$ cat src/rtl/popcount_accum_if.sv
// popcount_accum_if: input beat and result handshakes of the popcount accumulator.
interface popcount_accum_if #(
    parameter int N     = 13,
    parameter int ACC_W = 16
);
    logic             in_valid;
    logic             in_ready;
    logic [N-1:0]     in_bits;
    logic             in_first;
    logic             in_last;
    logic             out_valid;
    logic             out_ready;
    logic [ACC_W-1:0] out_count;
    logic             out_sat;
    modport master (
        output in_valid, in_bits, in_first, in_last, out_ready,
        input  in_ready, out_valid, out_count, out_sat
    );
    modport slave (
        input  in_valid, in_bits, in_first, in_last, out_ready,
        output in_ready, out_valid, out_count, out_sat
    );
endinterface

$ cat src/rtl/popcount_accum.sv
// popcount_accum: two-stage popcount with saturating per-group accumulation.
module popcount_accum #(
    parameter int N     = 13,
    parameter int ACC_W = 16
) (
    input  logic             clk,
    input  logic             rst_n,
    popcount_accum_if.slave  bus
);
    localparam int CW = $clog2(N + 1);
    logic             en;
    logic             s1_valid;
    logic             s1_first;
    logic             s1_last;
    logic [CW-1:0]    s1_cnt;
    logic [CW-1:0]    pc;
    logic [ACC_W-1:0] acc;
    logic [ACC_W-1:0] base;
    logic [ACC_W-1:0] clamped;
    logic [ACC_W:0]   sum;
    logic             sat;
    logic             sat_next;
    // A held result stalls both stages and the input together.
    assign en = !bus.out_valid || bus.out_ready;
    assign bus.in_ready = en;
    always_comb begin
        pc = '0;
        for (int i = 0; i < N; i++) pc = pc + CW'(bus.in_bits[i]);
    end
    always_comb begin
        base     = s1_first ? '0 : acc;
        sum      = {1'b0, base} + (ACC_W + 1)'(s1_cnt);
        clamped  = sum[ACC_W] ? '1 : sum[ACC_W-1:0];
        sat_next = sum[ACC_W] || (!s1_first && sat);
    end
    always_ff @(posedge clk or negedge rst_n) begin
        if (!rst_n) begin
            s1_valid <= 1'b0;
            s1_cnt   <= '0;
            s1_first <= 1'b0;
            s1_last  <= 1'b0;
        end else if (en) begin
            s1_valid <= bus.in_valid;
            if (bus.in_valid) begin
                s1_cnt   <= pc;
                s1_first <= bus.in_first;
                s1_last  <= bus.in_last;
            end
        end
    end
    always_ff @(posedge clk or negedge rst_n) begin
        if (!rst_n) begin
            acc           <= '0;
            sat           <= 1'b0;
            bus.out_valid <= 1'b0;
            bus.out_count <= '0;
            bus.out_sat   <= 1'b0;
        end else if (en) begin
            bus.out_valid <= s1_valid && s1_last;
            if (s1_valid && s1_last) begin
                bus.out_count <= clamped;
                bus.out_sat   <= sat_next;
                acc           <= '0;
                sat           <= 1'b0;
            end else if (s1_valid) begin
                acc <= clamped;
                sat <= sat_next;
            end
        end
    end
endmodule

$ cat src/flat_wrapper.sv
// flat-port wrapper written by rule: the top's interface ports become plain ports
module popcount_accum_flat 
#(
    parameter int N     = 13,
    parameter int ACC_W = 16
)
  (clk, rst_n, bus_in_valid, bus_in_bits, bus_in_first, bus_in_last, bus_out_ready, bus_in_ready, bus_out_valid, bus_out_count, bus_out_sat);
  popcount_accum_if #(.N(N), .ACC_W(ACC_W)) bus_i ();
  input  logic clk;
  input  logic rst_n;
  input wire logic [$bits(bus_i.in_valid)-1:0] bus_in_valid;
  input wire logic [$bits(bus_i.in_bits)-1:0] bus_in_bits;
  input wire logic [$bits(bus_i.in_first)-1:0] bus_in_first;
  input wire logic [$bits(bus_i.in_last)-1:0] bus_in_last;
  input wire logic [$bits(bus_i.out_ready)-1:0] bus_out_ready;
  output wire logic [$bits(bus_i.in_ready)-1:0] bus_in_ready;
  output wire logic [$bits(bus_i.out_valid)-1:0] bus_out_valid;
  output wire logic [$bits(bus_i.out_count)-1:0] bus_out_count;
  output wire logic [$bits(bus_i.out_sat)-1:0] bus_out_sat;
  assign bus_i.in_valid = bus_in_valid;
  assign bus_i.in_bits = bus_in_bits;
  assign bus_i.in_first = bus_in_first;
  assign bus_i.in_last = bus_in_last;
  assign bus_i.out_ready = bus_out_ready;
  assign bus_in_ready = bus_i.in_ready;
  assign bus_out_valid = bus_i.out_valid;
  assign bus_out_count = bus_i.out_count;
  assign bus_out_sat = bus_i.out_sat;
  popcount_accum #(.N(N), .ACC_W(ACC_W)) u_core (.clk(clk), .rst_n(rst_n), .bus(bus_i));
endmodule
$ cat config.mk
export PLATFORM = sky130hd
export DESIGN_NAME = popcount_accum_flat
export DESIGN_NICKNAME = d
export VERILOG_FILES = /design/src/rtl/popcount_accum_if.sv /design/src/rtl/popcount_accum.sv /design/src/flat_wrapper.sv
export SDC_FILE = /design/constraint.sdc
export NUM_CORES = 1
export LEC_CHECK = 0
export BUFFER_PORTS_ARGS = -buffer_cell sky130_fd_sc_hd__clkbuf_2
export CORE_MARGIN = 3
export CORE_UTILIZATION = 57
export CTS_BUF_LIST = sky130_fd_sc_hd__clkbuf_4 sky130_fd_sc_hd__clkbuf_8 sky130_fd_sc_hd__clkbuf_16
export CTS_CLUSTER_DIAMETER = 50
export CTS_CLUSTER_SIZE = 30
export DETAILED_ROUTE_END_ITERATION = 16
export PLACE_DENSITY = 0.91
export SLEW_MARGIN = 40
export SYNTH_ARGS = -nofsm -noshare
export SYNTH_HDL_FRONTEND = slang
export SYNTH_SLANG_ARGS = --single-unit
$ cat constraint.sdc
create_clock -name clk -period 3.56 [get_ports clk]
set_input_delay 0 -clock clk [delete_from_list [all_inputs] [get_ports clk]]
set_output_delay 0 -clock clk [all_outputs]
set_load 0.02 [all_outputs]
==> flow_metrics.env <==
export IMPL_clock_tree_root_cell="sky130_fd_sc_hd__clkbuf_8"
export IMPL_hold_viol=0
export IMPL_crit_path_top_delay_cell="sky130_fd_sc_hd__fa_1"
export IMPL_firstDrtPassIters=4
export IMPL_run_status="finished, final reports clean"
export IMPL_power_leakage_nw=1.46
export IMPL_worst_path_buf_inv=3
export IMPL_vias_in_the_first_global_route=2096
export IMPL_h_tree_depth=2
export IMPL_synth_yosys_seq_area_share_pct=39.5
export IMPL_drt_first_iter_violations=214
export IMPL_min_period_ps=3070
export IMPL_die_h_um=74.3
export IMPL_setup_repair_after_global_routing_missed_its_margin="false"
export IMPL_final_hold_worst_slack_ps=71.0
export IMPL_critPathTopFamily="adder cells"
export IMPL_syn_cell_area_mm2=0.00266
export IMPL_portBuffers=37
export IMPL_dp_hpwl_um=4120
export IMPL_critPathLaunchType="input port"
export IMPL_worst_skew_pair_latency_ps=300
export IMPL_synth_edf_count=0
export IMPL_transition_time_of_the_tightest_slew_check_pin_ps=736
export IMPL_core_mm2=0.00441
export IMPL_tns_ps=0
export IMPL_finalNetCount=350
export IMPL_synth_seq_cells=42
export IMPL_clock_tree_buffer_depth=2
export IMPL_cts_setup_buffers=0
export IMPL_gp_congestion=0.929
export IMPL_critical_path_max_stage_delay_ps=540
export IMPL_numClockSinks=42
export IMPL_critPathKind="input port to flop"
export IMPL_ff2ff_setup_slack_ps=640
export IMPL_wirelength_um=5810
export IMPL_critical_path_cell_chain="clkbuf_2, ha_1, inv_1, fa_1, fa_1, fa_1, fa_1, inv_1, ha_1, fa_1, mux2_2"
export IMPL_path_clk_slew_ps=80
export IMPL_avgViaCountPerCell=6.05
export IMPL_worst_clock_skew_ps=10.6
export IMPL_finish_utilization_pct=68.2
export IMPL_cts_made_buffers=5
export IMPL_mappedNetlistNets=317
export IMPL_drc=0
export IMPL_async_flop_share_pct=100
export IMPL_initial_standard_cell_utilization_of_the_core_pct=60.2
export IMPL_yosysUniqueCellTypes=53
export IMPL_area_growth_syn_to_layout_pct=13.2
export IMPL_vdd_ir_drop_max_mv=0.334
export IMPL_wirelength_per_cell_um=15.9
export IMPL_cp_max_fo=2
export IMPL_synth_top_flop_cell="sky130_fd_sc_hd__dfrtp_1"
export IMPL_worst_ep_required_time_ps=3740
export IMPL_placement_rows=24
export IMPL_grt_pass1_wl_um=9740
export IMPL_cts_tree="built"
export IMPL_yosysWarningCount=0
export IMPL_insertedDiodeCount=0
export IMPL_grt_overflow_total=0
export IMPL_critPathMostFrequentCell="sky130_fd_sc_hd__fa_1"
export IMPL_worstHoldPathType="input port to flop"
export IMPL_clock_fmax_mhz=325
export IMPL_largest_net_degree_at_the_start_of_global_routing=43
export IMPL_globalRouteTotalUtil_pct=22.8
export IMPL_final_setup_violation_count=0
export IMPL_finalMaxSlewViolations=0
export IMPL_routed_via_count=2207
export IMPL_finalCritPeriodShare_pct=86.3
export IMPL_max_cap_viol_count=0
export IMPL_endpoint_kind="flop"
export IMPL_dieArea_mm2=0.00552
export IMPL_layout_drive_gt1_share_pct=19.5
export IMPL_postRouteAntennaNets=0
export IMPL_antenna_found_initial=0
export IMPL_power_per_cell_area_mw_per_mm2=614
export IMPL_fp_dieW_um=74.3
export IMPL_timing_critical_path_arrival_ps=3260
export IMPL_slew_limit_headroom_pct=50.8
export IMPL_synth_avg_cell_area_um2=9.53
export IMPL_netlist_instances=279
export IMPL_ioPinCount=38
## placed cells by master, fill, tap and decap left out, types with 4 or more instances in the layout
master                     count
sky130_fd_sc_hd__dfrtp_1      42
sky130_fd_sc_hd__inv_1        20
sky130_fd_sc_hd__buf_4         4
sky130_fd_sc_hd__nand2b_1      7
sky130_fd_sc_hd__o21ai_0      11
sky130_fd_sc_hd__nand2_1      21
sky130_fd_sc_hd__nor3_1        7
sky130_fd_sc_hd__nor2b_1       7
sky130_fd_sc_hd__a31oi_1       9
sky130_fd_sc_hd__clkbuf_8      5
sky130_fd_sc_hd__xnor2_1       5
sky130_fd_sc_hd__o21a_1        5
sky130_fd_sc_hd__a21oi_1      13
sky130_fd_sc_hd__mux2_2        6
sky130_fd_sc_hd__clkbuf_2     36
sky130_fd_sc_hd__nand4_1       4
sky130_fd_sc_hd__nor2_1       20
sky130_fd_sc_hd__xor2_1        4
sky130_fd_sc_hd__nand3b_1      4
sky130_fd_sc_hd__ha_1         11
sky130_fd_sc_hd__fa_1          8
## routing by layer
| layer | up-vias | GRT usage [%] | share of wire (%) |
|---|---|---|---|
| met5 | - | 0 | 0 |
| met4 | 0 | 7.31 | 1.2 |
| met3 | 8 | 5.54 | 8.2 |
| met2 | 93 | 36.6 | 47 |
| met1 | 1043 | 30.6 | 43 |
| li1 | 1063 | - | - |
## sequential cells by signal (all words and copies together) (netlist names)
| register | count |
|---|---|
| u_core.acc | 16 |
| u_core.bus.out_count | 16 |
| u_core.bus.out_sat | 1 |
| u_core.bus.out_valid | 1 |
| u_core.s1_cnt | 4 |
| u_core.s1_first | 1 |
| u_core.s1_last | 1 |
| u_core.s1_valid | 1 |
| u_core.sat | 1 |
## logic make-up after synthesis
logic type               synth area share, %
flip-flops                              39.5
buffers and inverters                   5.46
AND/OR/NAND/NOR                         17.3
AO/OA/AOI/OAI                           19.3
XOR/XNOR                                2.96
multiplexers                            4.23
adder cells (fa/ha/maj)                 11.2
## through the flow
step           setup WS, ps  power, mW  cell area, µm²  std cells
2_1_floorplan           369       1.26            2660        279
3_3_place_gp            253       1.43            2870        354
3_5_place_dp            155       1.48            2870        354
4_1_cts                 477       1.85            3010        365
5_1_grt                 394       1.98            3010        365
6_report                487       1.85            3010        365
## worst paths after layout
kind	start	endpoint	cells after the start
worst max-delay path	bus_in_bits[0]	u_core.s1_cnt[1]	11
worst min-delay path	bus_in_bits[3]	u_core.s1_cnt[0]	3
worst max register to register	u_core.s1_first	u_core.acc[14]	9
worst min register to register	u_core.bus.out_count[0]	u_core.bus.out_count[0]	2
max in group asynchronous	rst_n	u_core.acc[6]	2
min in group asynchronous	rst_n	u_core.acc[12]	2
## cells in the mapped netlist, types with 2 or more instances
library cell	n	share of area, %
sky130_fd_sc_hd__fa_1	8	6.0
sky130_fd_sc_hd__inv_1	20	2.8
sky130_fd_sc_hd__and3_1	3	0.71
sky130_fd_sc_hd__o21ai_0	11	2.1
sky130_fd_sc_hd__clkbuf_2	2	0.38
sky130_fd_sc_hd__a221o_1	3	1.1
sky130_fd_sc_hd__a21o_1	3	0.85
sky130_fd_sc_hd__a311oi_1	2	0.66
sky130_fd_sc_hd__clkbuf_1	16	2.3
sky130_fd_sc_hd__nor2_1	20	2.8
sky130_fd_sc_hd__o21a_1	5	1.4
sky130_fd_sc_hd__mux2i_1	3	1.1
sky130_fd_sc_hd__o32a_1	3	1.1
sky130_fd_sc_hd__nor3_1	7	1.3
sky130_fd_sc_hd__nand4_1	4	0.94
sky130_fd_sc_hd__o31ai_1	2	0.56
sky130_fd_sc_hd__nor2b_1	7	1.6
sky130_fd_sc_hd__a22o_1	2	0.66
sky130_fd_sc_hd__and3b_1	2	0.66
sky130_fd_sc_hd__o21bai_1	3	0.85
sky130_fd_sc_hd__a31oi_1	9	2.1
sky130_fd_sc_hd__a21oi_1	13	2.4
sky130_fd_sc_hd__xnor2_1	5	1.6
sky130_fd_sc_hd__nand3_1	3	0.56
sky130_fd_sc_hd__ha_1	11	5.2
sky130_fd_sc_hd__a31o_2	2	0.66
sky130_fd_sc_hd__nor4b_1	2	0.66
sky130_fd_sc_hd__o22a_1	2	0.66
sky130_fd_sc_hd__xor2_1	4	1.3
sky130_fd_sc_hd__nand2b_1	7	1.6
sky130_fd_sc_hd__nor4_1	2	0.47
sky130_fd_sc_hd__nand3b_1	4	1.1
sky130_fd_sc_hd__a21boi_0	2	0.56
sky130_fd_sc_hd__nand2_1	21	3.0
sky130_fd_sc_hd__dfrtp_1	42	40
sky130_fd_sc_hd__o211a_1	2	0.75
sky130_fd_sc_hd__mux2_2	6	2.5
## power breakdown
part	switching (mW)	internal, mW
clock	0.172	0.207
combinational	0.449	0.322
sequential	0.0888	0.610
total	0.710	1.14
## cell type report
| type | count | area [µm²] |
|---|---|---|
| Sequential cell | 42 | 1050 |
| Clock buffer | 5 | 68.8 |
| Timing Repair Buffer | 44 | 248 |
| Tap cell | 52 | 65.1 |
| Multi-Input combinational cell | 199 | 1460 |
| Inverter | 20 | 75.1 |
| Clock inverter | 3 | 40.0 |
| Fill cell | 337 | 1400 |
## what timing repair did
action | 4_1_cts | 5_1_grt
endpoints found under the hold margin | 44 | 0
gates resized for setup | 0 | 0
hold buffers | 3 | 0
## worst min-delay path: stages
cell and delay [ps]:
sky130_fd_sc_hd__clkbuf_2 80, sky130_fd_sc_hd__ha_1 120, sky130_fd_sc_hd__mux2_2 130
(Power assumes the default switching activity.)
